**src/rtl/maxpool_scan_pkg.sv**
```systemverilog
// Shared widths, FSM encoding and output-dimension helper for the max-pool
// scanner and its pick stage.
package maxpool_scan_pkg;

  localparam int MP_IDX_W     = 4;
  localparam int MP_RES_IDX_W = 8;

  typedef enum logic {
    MP_IDLE = 1'b0,
    MP_SCAN = 1'b1
  } mp_state_t;

  function automatic int mp_out_dim(input int din, input int k, input int pad, input int s);
    return ((din - k + 2 * pad) / s) + 1;
  endfunction

endpackage

```
**src/rtl/maxpool_scan_win_cnt.sv**
```systemverilog
// Nested window counters: kx fastest, then ky, then ox, then oy.
// Flags describe the position currently held, before the advance.
module maxpool_win_cnt
  import maxpool_scan_pkg::*;
#(
  parameter int KW = 2,
  parameter int KH = 2,
  parameter int OW = 2,
  parameter int OH = 2
) (
  input  logic                clk_en,
  input  logic                reset_n,
  input  logic                i_clear,
  input  logic                i_adv,
  output logic [MP_IDX_W-1:0] o_kx,
  output logic [MP_IDX_W-1:0] o_ky,
  output logic [MP_IDX_W-1:0] o_ox,
  output logic [MP_IDX_W-1:0] o_oy,
  output logic                o_win_first,
  output logic                o_win_last,
  output logic                o_pass_last
);

  logic [MP_IDX_W-1:0] r_kx;
  logic [MP_IDX_W-1:0] r_ky;
  logic [MP_IDX_W-1:0] r_ox;
  logic [MP_IDX_W-1:0] r_oy;
  logic                w_kx_last;
  logic                w_ky_last;
  logic                w_ox_last;
  logic                w_oy_last;

  assign w_kx_last = (r_kx == MP_IDX_W'(KW - 1));
  assign w_ky_last = (r_ky == MP_IDX_W'(KH - 1));
  assign w_ox_last = (r_ox == MP_IDX_W'(OW - 1));
  assign w_oy_last = (r_oy == MP_IDX_W'(OH - 1));

  always_ff @(posedge clk_en) begin
    if (!reset_n || i_clear) begin
      r_kx <= '0;
      r_ky <= '0;
      r_ox <= '0;
      r_oy <= '0;
    end else if (i_adv) begin
      if (!w_kx_last) begin
        r_kx <= r_kx + 1'b1;
      end else begin
        r_kx <= '0;
        if (!w_ky_last) begin
          r_ky <= r_ky + 1'b1;
        end else begin
          r_ky <= '0;
          if (!w_ox_last) begin
            r_ox <= r_ox + 1'b1;
          end else begin
            r_ox <= '0;
            r_oy <= w_oy_last ? '0 : r_oy + 1'b1;
          end
        end
      end
    end
  end

  assign o_kx        = r_kx;
  assign o_ky        = r_ky;
  assign o_ox        = r_ox;
  assign o_oy        = r_oy;
  assign o_win_first = (r_kx == '0) && (r_ky == '0);
  assign o_win_last  = w_kx_last && w_ky_last;
  assign o_pass_last = w_kx_last && w_ky_last && w_ox_last && w_oy_last;

endmodule

```
**src/rtl/maxpool_scan.sv**
```systemverilog
// Max-pool sequencer: issues registered pick indices one window element per cycle,
// folds the returned elements into a running max and stores one result per window.
module maxpool_scan
  import maxpool_scan_pkg::*;
#(
  parameter int datai_width   = 4,
  parameter int datai_height  = 4,
  parameter int kernel_width  = 2,
  parameter int kernel_height = 2,
  parameter int stride        = 2,
  parameter int padding       = 0,
  parameter int datao_width   = mp_out_dim(datai_width, kernel_width, padding, stride),
  parameter int datao_height  = mp_out_dim(datai_height, kernel_height, padding, stride),
  parameter int bitwidth      = 3
) (
  input  logic                                        clk_en,
  input  logic                                        reset_n,
  input  logic                                        start,
  output logic                                        busy,
  output logic                                        done,
  output logic                                        pick_on,
  output logic [MP_IDX_W-1:0]                         pick_l,
  output logic [MP_IDX_W-1:0]                         pick_c,
  input  logic [bitwidth-1:0]                         pick_data,
  output logic                                        res_valid,
  output logic [MP_RES_IDX_W-1:0]                     res_idx,
  output logic [bitwidth-1:0]                         res_data,
  output logic [datao_width*datao_height*bitwidth-1:0] data_o
);

  localparam int NOUT = datao_width * datao_height;

  if ((datai_height + 2 * padding > 16) || (datai_width + 2 * padding > 16) ||
      (NOUT > 256)) begin : g_cfg_bad
    $error("maxpool_scan: configuration exceeds index widths");
  end

  mp_state_t                   r_state;
  mp_state_t                   w_state_next;
  logic                        w_busy;
  logic                        w_start_acc;
  logic                        w_issue;
  logic                        w_fin;
  logic                        r_issued_all;
  logic                        r_smp_vld;
  logic                        r_smp_first;
  logic                        r_smp_last;
  logic                        r_smp_pass_last;
  logic [MP_RES_IDX_W-1:0]     r_smp_slot;
  logic [bitwidth-1:0]         r_max;
  logic [bitwidth-1:0]         w_max_new;
  logic [MP_IDX_W-1:0]         r_pick_l;
  logic [MP_IDX_W-1:0]         r_pick_c;
  logic                        r_done;
  logic                        r_res_valid;
  logic [MP_RES_IDX_W-1:0]     r_res_idx;
  logic [bitwidth-1:0]         r_res_data;
  logic [NOUT*bitwidth-1:0]    r_data_o;
  logic [MP_IDX_W-1:0]         w_kx;
  logic [MP_IDX_W-1:0]         w_ky;
  logic [MP_IDX_W-1:0]         w_ox;
  logic [MP_IDX_W-1:0]         w_oy;
  logic                        w_win_first;
  logic                        w_win_last;
  logic                        w_pass_last;
  logic [MP_IDX_W-1:0]         w_l;
  logic [MP_IDX_W-1:0]         w_c;
  logic [MP_RES_IDX_W-1:0]     w_slot;

  assign w_start_acc = (r_state == MP_IDLE) && start;
  assign w_issue     = (r_state == MP_SCAN) && !r_issued_all;
  assign w_fin       = r_smp_vld && r_smp_pass_last;

  maxpool_win_cnt #(
    .KW (kernel_width),
    .KH (kernel_height),
    .OW (datao_width),
    .OH (datao_height)
  ) u_win_cnt (
    .clk_en      (clk_en),
    .reset_n     (reset_n),
    .i_clear     (w_start_acc),
    .i_adv       (w_issue),
    .o_kx        (w_kx),
    .o_ky        (w_ky),
    .o_ox        (w_ox),
    .o_oy        (w_oy),
    .o_win_first (w_win_first),
    .o_win_last  (w_win_last),
    .o_pass_last (w_pass_last)
  );

  assign w_l    = MP_IDX_W'(int'(w_oy) * stride + int'(w_ky));
  assign w_c    = MP_IDX_W'(int'(w_ox) * stride + int'(w_kx));
  assign w_slot = MP_RES_IDX_W'(w_oy) * MP_RES_IDX_W'(datao_width) + MP_RES_IDX_W'(w_ox);

  always_ff @(posedge clk_en) begin
    if (!reset_n) r_state <= MP_IDLE;
    else          r_state <= w_state_next;
  end

  always_comb begin
    w_state_next = r_state;
    w_busy       = 1'b0;
    case (r_state)
      MP_IDLE: if (start) w_state_next = MP_SCAN;
      MP_SCAN: begin
        w_busy = 1'b1;
        if (w_fin) w_state_next = MP_IDLE;
      end
      default: w_state_next = MP_IDLE;
    endcase
  end

  // Indices lead the sample by one cycle, so window flags travel with them.
  always_ff @(posedge clk_en) begin
    if (!reset_n) begin
      r_issued_all    <= 1'b0;
      r_smp_vld       <= 1'b0;
      r_smp_first     <= 1'b0;
      r_smp_last      <= 1'b0;
      r_smp_pass_last <= 1'b0;
      r_smp_slot      <= '0;
      r_pick_l        <= '0;
      r_pick_c        <= '0;
    end else begin
      if (w_start_acc)                 r_issued_all <= 1'b0;
      else if (w_issue && w_pass_last) r_issued_all <= 1'b1;
      r_smp_vld <= w_issue;
      if (w_issue) begin
        r_smp_first     <= w_win_first;
        r_smp_last      <= w_win_last;
        r_smp_pass_last <= w_pass_last;
        r_smp_slot      <= w_slot;
        r_pick_l        <= w_l;
        r_pick_c        <= w_c;
      end else begin
        r_pick_l <= '0;
        r_pick_c <= '0;
      end
    end
  end

  assign w_max_new = (r_smp_first || (pick_data > r_max)) ? pick_data : r_max;

  always_ff @(posedge clk_en) begin
    if (!reset_n) begin
      r_max       <= '0;
      r_done      <= 1'b0;
      r_res_valid <= 1'b0;
      r_res_idx   <= '0;
      r_res_data  <= '0;
    end else begin
      r_done      <= w_fin;
      r_res_valid <= r_smp_vld && r_smp_last;
      if (r_smp_vld) r_max <= w_max_new;
      if (r_smp_vld && r_smp_last) begin
        r_res_idx  <= r_smp_slot;
        r_res_data <= w_max_new;
      end
    end
  end

  for (genvar gi = 0; gi < NOUT; gi++) begin : g_slot
    always_ff @(posedge clk_en) begin
      if (!reset_n)
        r_data_o[gi*bitwidth +: bitwidth] <= '0;
      else if (r_smp_vld && r_smp_last && (r_smp_slot == MP_RES_IDX_W'(gi)))
        r_data_o[gi*bitwidth +: bitwidth] <= w_max_new;
    end
  end

  assign busy      = w_busy;
  assign pick_on   = w_busy;
  assign pick_l    = r_pick_l;
  assign pick_c    = r_pick_c;
  assign done      = r_done;
  assign res_valid = r_res_valid;
  assign res_idx   = r_res_idx;
  assign res_data  = r_res_data;
  assign data_o    = r_data_o;

endmodule

```
**config.mk**
```make
export PLATFORM = sky130hd
export DESIGN_NAME = maxpool_scan
export DESIGN_NICKNAME = d
export VERILOG_FILES = /design/src/rtl/maxpool_scan_pkg.sv /design/src/rtl/maxpool_scan_win_cnt.sv /design/src/rtl/maxpool_scan.sv
export SDC_FILE = /design/constraint.sdc
export NUM_CORES = 1
export LEC_CHECK = 0
export CORE_ASPECT_RATIO = 0.7
export CORE_UTILIZATION = 48
export DETAILED_ROUTE_END_ITERATION = 6
export HOLD_SLACK_MARGIN = 0.03
export PLACE_DENSITY = 0.75
export SYNTH_ARGS = -nofsm -noshare
export SYNTH_HDL_FRONTEND = slang
export SYNTH_SLANG_ARGS = --single-unit
```
**constraint.sdc**
```tcl
create_clock -name clk_en -period 2 [get_ports clk_en]
set_input_delay 0.6 -clock clk_en [delete_from_list [all_inputs] [get_ports clk_en]]
set_output_delay 0.6 -clock clk_en [all_outputs]
set_load 0.01 [all_outputs]
```
# Word-level counts from Yosys, hierarchy flattened
# Cells that the tools add are included.
[op_classes] add_sub_neg=7 magnitude_cmp=1 n_eq_ne=7 muxes=9 bitwise_logic=2 n_reduce_logical=25
[ops] operator="adder 4 x 1 -> 4 bit, second input constant" count=4
[ops] operator="equality test 4 x 1 -> 1 bit, second input constant" count=4
[ops] operator="equality test 8 x 2 -> 1 bit, second input constant" count=2
[ops] operator="2-to-1 mux 4 bit" count=4
[ops] operator="logical AND 1 bit" count=13
[ops] operator="adder 4 bit" count=2
[ops] operator="equality test 8 x 1 -> 1 bit, second input constant" count=1
[ops] operator="logical NOT 4 bit" count=2
[ops] operator="logical NOT 8 bit" count=1
[ops] operator="adder 5 x 4 -> 6 bit" count=1
[ops] operator="AND reduction 2 bit" count=2
[ops] operator="AND reduction 4 bit" count=1
[ops] operator="> comparator 3 bit" count=1
[ops] operator="2-to-1 mux 1 bit" count=3
[ops] operator="2-to-1 mux 3 bit" count=1
[ops] operator="AND reduction 3 bit" count=1
[ops] operator="logical NOT 1 bit" count=2
[ops] operator="logical OR 1 bit" count=2
[ops] operator="inverter 1 bit" count=2
[ops] operator="case mux 1 bit (2 select lines)" count=1
[ops] operator="OR reduction 2 bit" count=1
[word_totals] ff_bits=66 in_bits=6 output_inout_bits=35 wordCells=73

# Longest topological paths before layout
# Gate-level depths: netlist of run 1.
[depth] depth_word=5 ltp_mapped=7 ltp_nobuf=7

# Cells and area by module
# From an unflattened synthesis of run 1, not the netlist that was laid out.
[unflattened] cells_unflattened=323 area_unflattened_um2=2887.8
[by_module_without_submodules] mod="maxpool_scan" instances=1 cells_per_inst=227 area_each_um2=2084.5 seq_area_each_um2=920.9
[by_module_without_submodules] mod="maxpool_win_cnt" instances=1 cells_per_inst=96 area_each_um2=803.3 seq_area_each_um2=320.3

# Worst setup path after synthesis of run 1
# No wires, ideal clock.
[synth_timing] path_kind="input -> register" startpoint="input pick_data[1]" endpoint="register r_max[0]" setup_time_ps=72 arrival_time_ps=1969 required_time_ps=1928 path_slack_ps=-41 path_stages=6 n_path_buf=1 path_cell_list="ha_1 > nor2b_1 > or4_1 > clkbuf_1 > nand3_1 > mux2i_1"
[synth_between] elab_chain_cells=3
[synth_lines] element="from (decl)" line_no="maxpool_scan.sv:24" source="input logic [bitwidth-1:0] pick_data,"
[synth_lines] element="> comparator 3 bit" line_no="maxpool_scan.sv:144" source="assign w_max_new = (r_smp_first || (pick_data > r_max)) ? pick_data : r_max;"
[synth_lines] element="logical OR 1 bit" line_no="maxpool_scan.sv:144"
[synth_lines] element="2-to-1 mux 3 bit" line_no="maxpool_scan.sv:144"
[synth_lines] element="to (signal assigned)" line_no="maxpool_scan.sv:156" source="if (r_smp_vld) r_max <= w_max_new;"
[synth_lines] element="to (decl)" line_no="maxpool_scan.sv:50" source="logic [bitwidth-1:0] r_max;"
# No other way between the ends.
# A chain may end at the register's enable or synchronous reset.

# Final worst setup path of run 1
[layout_timing] startpoint="input pick_data[1]" endpoint="register r_data_o[2] (netlist: data_o[2])"
[layout_between] elab_chain_cells=3
[layout_lines] element="> comparator 3 bit" line_no="maxpool_scan.sv:144"
[layout_lines] element="logical OR 1 bit" line_no="maxpool_scan.sv:144"
[layout_lines] element="2-to-1 mux 3 bit" line_no="maxpool_scan.sv:144"
[layout_lines] element="to (signal, indexed assignment)" line_no="maxpool_scan.sv:169" source="r_data_o[gi*bitwidth +: bitwidth] <= w_max_new;"
[layout_lines] element="to (decl)" line_no="maxpool_scan.sv:58" source="logic [NOUT*bitwidth-1:0] r_data_o;"
# No other way between the ends.

==> results.toml, run 1 <==
[timing]
relSlewSlack_pct = 59.2
period_needed_ns = 1.91
finalCritPeriodShare_pct = 95.3
fmaxAchievable_ghz = 0.525
worst_pin_slew_ns = 0.606
whs_ns = 0.462
setup_viol = 0
rsz0062_at_grt = "false"
skew_ns = 0.00913
slew_violations = 0
timing.setup.tns_ns = 0
hold_violations = 0

[yosys]
syn_area_per_cell_um2 = 8.94
yosysWarnings = 0
yosysUniqueCellTypes = 43
synth_ff_type = "dfxtp_1"
async_flop_share_pct = 0
synth-edff-count = 0
yosysSeqAreaShare_pct = 44.8
syn_area_um2 = 2770
yosys_register_bits = 62
netlist_instances = 310

[finish]
final_area_um2 = 3730
final_core_util_pct = 69.2
drive_gt1_share_pct = 16.6
diodes = 0
final_cell_mix = "dfxtp_1 (61), nand2_1 (36), clkdlybuf4s50_1 (35), nor2_1 (21), o21ai_0 (18)"
fill_cells = 447
areaGrowthSynthToFinish_pct = 34.7
nNetsFinal = 380
final_common_cell = "dfxtp_1"

[pwr]
finalPower_mw = 2.86
leakage_nw = 1.44
ir_drop_mv = 0.608
powerDensity_nw_per_um2 = 765

[worst_setup_path]
setup.worst_path.start = "pick_data[1]"
r2r-end = "data_o[4]"
arrival_ns = 2.14
crit_path_start_kind = "input pin"
end_kind = "flop"
ff2ff_setup_slack_ns = 0.11
worst-setup-path-type = "input pin to flop"
rr_worst_depth = 4
reg2reg_from = "r_smp_slot[2]"
critPathRequiredTime_ns = 2.23
cp_max_fo = 5

[hold_path]
hold_end = "res_idx[4]"
hold_class = "flop to flop"
hold-path-cell-count = 2
min_from = "res_idx[4]"

[placed_design]
gp_congestion = 0.837
dp_hpwl_mm = 4.39
placed_cell_area_um2 = 3330
numPortBuffers = 38

[detailed_routing]
avgRoutedWirePerCell_um = 15.1
ant_nets = 0
vias_per_cell = 5.54
wl_met3_um = 451
vias = 2437
maxUsedRoutingLayer = "met4"
firstDrtPassIters = 4
routedLengthMet1_mm = 3.37
post-route-drc-count = 0
drt-total-wl_mm = 6.65
wl_met2_mm = 2.72
drtIter0Drc = 148

[cts]
cts_tree = "yes"
cts_setup_buffers = 0
clk_pin_slew_ns = 0.07
h-tree-depth = 3
cts_root_buffer = "clkbuf_8"
cts_buffer_depth = 2
cts.sinks = 62
cts_buffers = 9
clkLatencyLatePin_ns = 0.34

[global_routing]
antenna_found_initial = 0
grt_pass1_wl_mm = 10.7
grt-ovfl-total = 0
grt_max_degree = 44
grt_pass1_vias = 2183
grtUsageTotal_pct = 23.2

[run]
maxCapViolations = 0

[floorplanning]
row_count = 22
die-area_um2 = 6090
die_h_um = 65.6
start_util_pct = 51.4
die_w_um = 92.8
io_pins = 41
core_um2 = 5400

[run_status]
status = "finished clean"
-- what timing repair did --
item                                    4_1_cts  5_1_grt
hold buffers                                  0        0
gates cloned                                  2        0
gates resized for setup                      14       20
pin swaps                                     4        6
hold endpoints to repair                      0        0
endpoints found under the setup margin       18       20
-- cell usage after synthesis, types with 3 or more instances --
master | number | share of area (%)
a211oi_1 | 6 | 1.6
a21boi_0 | 13 | 3.5
a21oi_1 | 7 | 1.3
a31oi_1 | 9 | 2.0
and3_1 | 8 | 1.8
buf_4 | 3 | 0.81
clkbuf_1 | 14 | 1.9
dfxtp_1 | 62 | 45
fa_1 | 3 | 2.2
ha_1 | 8 | 3.6
inv_1 | 12 | 1.6
mux2i_1 | 5 | 1.8
nand2_1 | 36 | 4.9
nand3_1 | 11 | 2.0
nand4_1 | 6 | 1.4
nor2_1 | 21 | 2.8
nor2b_1 | 3 | 0.68
nor3_1 | 11 | 2.0
nor4_1 | 7 | 1.6
o21ai_0 | 21 | 3.8
or3_1 | 3 | 0.68
or4_1 | 3 | 0.81
xnor2_1 | 6 | 1.9
xor2_1 | 8 | 2.5
-- area by class of cell --
| type | instances | area, um^2 | share of cell area [%] |
|---|---|---|---|
| Timing Repair Buffer | 58 | 558 | 14.9 |
| Clock buffer | 13 | 159 | 4.25 |
| Multi-Input combinational cell | 220 | 1550 | 41.5 |
| Sequential cell | 62 | 1240 | 33.3 |
| Inverter | 12 | 45.0 | 1.21 |
| Clock inverter | 3 | 90.1 | 2.41 |
| Tap cell | 72 | 90.1 | 2.41 |
-- cells by family (layout without fill, tap and decap cells) --
| logic type | Yosys count | after routing | synth area share [%] |
|---|---|---|---|
| muxes | 5 | 5 | 1.81 |
| adders and majority gates | 11 | 11 | 5.78 |
| DFF | 62 | 62 | 44.8 |
| other | 1 | 2 | 0.135 |
| AOI/OAI and AO/OA | 64 | 65 | 14.5 |
| buffers and inverters | 30 | 86 | 4.51 |
| xor gates and xnor gates | 14 | 14 | 4.42 |
| and+or+nand+nor | 123 | 123 | 24.1 |
-- critical path: stages --
cell,delay [ns]
dlygate4sd2_1,0.26
ha_4,0.22
nor2b_2,0.16
or4_4,0.44
buf_6,0.16
a211oi_2,0.21
nor3_1,0.08
-- stage by stage --
| step | setup slack [ns] | std cells |
|---|---|---|
| after CTS | -0.0246 | 440 |
| after global routing | 0.0162 | 440 |
| after detailed placement | -0.458 | 422 |
| after global placement | -0.432 | 422 |
| after floorplan | 0.0250 | 311 |
| final | 0.0942 | 440 |
-- registers in the layout, summed over array words and instances (netlist names) --
signal and count:
res_valid 1, res_idx 6, res_data 3, r_smp_first 1
pick_c 4, r_state 1, r_smp_pass_last 1, r_max 3
pick_l 4, u_win_cnt.o_oy 4, done 1, r_smp_last 1
data_o 12, u_win_cnt.o_ox 4, r_issued_all 1, u_win_cnt.o_ky 4
r_smp_vld 1, u_win_cnt.o_kx 4, r_smp_slot 6
-- how the worst max path moves through the flow --
| stage | depth (start not counted) | to |
|---|---|---|
| final | 7 | data_o[2] |
| after detailed placement | 7 | data_o[9] |
| after floorplan | 6 | data_o[3] |
| after CTS | 6 | data_o[4] |
| after global routing | 4 | data_o[6] |
| after global placement | 7 | data_o[10] |
-- power breakdown --
group	switching [mW]	leakage, nW	total, mW	internal [mW]
Combinational	0.126	0.812	0.222	0.0962
Clock	0.472	0.124	1.37	0.897
Sequential	0.0178	0.501	1.26	1.25
-- routing by layer --
metal	vias up	global-route usage [%]
met5	-	0
met4	0	6.73
met3	16	8.56
met2	82	32.4
met1	1134	32.9
li1	1205	-
No activity file was read; power rests on OpenSTA's default activity.
==> run 2, diff against run 1 <==
Settings changed: CORE_UTILIZATION 48 to 54, PLACE_DENSITY 0.75 to 0.8.
Clock period 2 ns to 1.9 ns, I/O delays scaled along.
==> run 2 against run 1 <==
Effect of this change:
- sequential power up 6%
- clock skew is 0.0011 ns lower
- largest cell class unchanged
- global-route usage up 4.0 points
- largest power group unchanged
==> results.toml, run 2 (same netlist as run 1, synthesis figures left out) <==
[run_status]
status = "finished clean"

[timing]
rsz0062_at_grt = "true"
fmaxAchievable_ghz = 0.539
whs_ns = 0.461
period_needed_ns = 1.86
slew_violations = 0
worst_slack_ns = 0.0433
skew_ns = 0.00801
hold_violations = 0
finalCritPeriodShare_pct = 97.7
relSlewSlack_pct = 66.5
worst_pin_slew_ns = 0.498
setup_viol = 0

[cts]
ctsHoldBuffers = 0
clkLatencyLatePin_ns = 0.34
cts_buffers = 9
cts_root_buffer = "clkbuf_8"
cts_tree = "yes"
cts_setup_buffers = 0
cts_buffer_depth = 2
h-tree-depth = 3
clk_pin_slew_ns = 0.07
cts.sinks = 62

[worst_setup_path]
reg2reg_from = "r_max[1]"
arrival_ns = 2.08
end_kind = "flop"
ff2ff_setup_slack_ns = 0.12
worst-setup-path-type = "input pin to flop"
rr_worst_depth = 7
crit_path_start_kind = "input pin"
cp_max_fo = 5
r2r-end = "data_o[5]"
critPathRequiredTime_ns = 2.13

[hold_path]
hold-path-cell-count = 2
hold_end = "res_idx[0]"
min_from = "res_idx[0]"
hold_class = "flop to flop"

[finish]
drive_gt1_share_pct = 16.6
largest_reg_flops = 12
final_core_util_pct = 76.1
regArea_um2 = 1240
nNetsFinal = 387
fill_cells = 354
final_common_cell = "dfxtp_1"
layout.cells.non_filler = 443
final_cell_mix = "dfxtp_1 (61), nand2_1 (36), clkdlybuf4s50_1 (34), buf_4 (24), nor2_1 (21)"
multi_input_area_um2 = 1490
areaGrowthSynthToFinish_pct = 33.4
diodes = 0

[pwr]
ir_drop_mv = 0.597
leakage_nw = 1.46
powerDensity_nw_per_um2 = 792

[detailed_routing]
vias = 2468
firstDrtPassIters = 4
drtIter0Drc = 185
post-route-drc-count = 0
drt-total-wl_mm = 6.55
vias_per_cell = 5.57
avgRoutedWirePerCell_um = 14.8
ant_nets = 0

[floorplanning]
die_h_um = 62.0
io_pins = 41
row_count = 21
die_w_um = 87.6
core_um2 = 4860
start_util_pct = 57.0
die-area_um2 = 5430

[global_routing]
grt-ovfl-total = 0
grt_pass1_wl_mm = 10.7
antenna_found_initial = 0
grtUsageTotal_pct = 27.1
grt_max_degree = 42
grt_pass1_vias = 2194

[placed_design]
dp_cells = 426
pre_cts_slack_ns = -0.627
numPortBuffers = 38
dp_hpwl_mm = 4.60
gp_congestion = 0.833

[run]
maxCapViolations = 0
-- run 2: cell count changes in the layout (fill, tap and decap cells not counted), sizes merged --
cell / before / now
dlymetal6s2s: 2 / 1
clkdlybuf4s50: 35 / 34
buf: 20 / 27
dlygate4sd2: 1 / 3
clkbuf: 13 / 11
clkinv: 0 / 1
-- run 2: worst max-delay path by stage --
| stage | from | slack, ns | to | cells past startpoint |
|---|---|---|---|---|
| final | pick_data[1] | 0.04 | data_o[5] | 7 |
| after global routing | pick_data[1] | -0.03 | data_o[3] | 9 |
| after CTS | r_state | 0.02 | pick_on | 1 |
| after detailed placement | pick_data[1] | -0.63 | data_o[2] | 7 |
| after global placement | pick_data[1] | -0.55 | data_o[2] | 7 |
| after floorplan | pick_data[1] | -0.001 | data_o[4] | 6 |
-- run 2: area by class of cell --
class	count	share of cell area, %
clock buffer	11	3.82
clock inverter	4	2.57
inverter	12	1.22
multi-input combinational	220	40.3
sequential	62	33.6
tap	69	2.33
timing repair buffer	65	16.1
-- run 2: worst max-delay path, cell delays in order --
cell	delay [ns]
dlygate4sd2_1	0.26
ha_4	0.22
nor2b_4	0.12
or4_4	0.43
buf_6	0.16
a211oi_2	0.23
nor3_1	0.08
-- run 2: report_power, final --
| group | total [mW] | internal [mW] | switching, mW |
|---|---|---|---|
| combinational | 0.224 | 0.0995 | 0.124 |
| clock | 1.38 | 0.898 | 0.482 |
| sequential | 1.33 | 1.31 | 0.0148 |
| total | 2.93 | 2.31 | 0.621 |
-- run 2: routing by layer --
| layer | vias to the layer above | global-route usage (%) | share of wire (%) |
|---|---|---|---|
| li1 | 1208 | - | - |
| met1 | 1154 | 37.6 | 48 |
| met2 | 95 | 39.5 | 43 |
| met3 | 11 | 9.38 | 7.1 |
| met4 | 0 | 9.60 | 1.6 |
| met5 | - | 0 | 0 |
-- run 2: what timing repair did --
| action | in CTS | in global routing |
|---|---|---|
| cloned | 2 | 0 |
| setup endpoints to repair | 20 | 5 |
| pin swaps | 5 | 0 |
| hold endpoints to repair | 0 | 0 |
| gates resized for setup | 17 | 2 |
-- run 2: metrics by stage --
stage / area (um^2) / power [mW] / TNS, ns
final: 3700 / 2.93 / 0
after global routing: 3700 / 3.03 / -0.0577
after CTS: 3690 / 2.95 / 0
after detailed placement: 3400 / 1.55 / -10.36
after global placement: 3400 / 1.55 / -9.52
after floorplan: 2820 / 1.47 / -0.00568
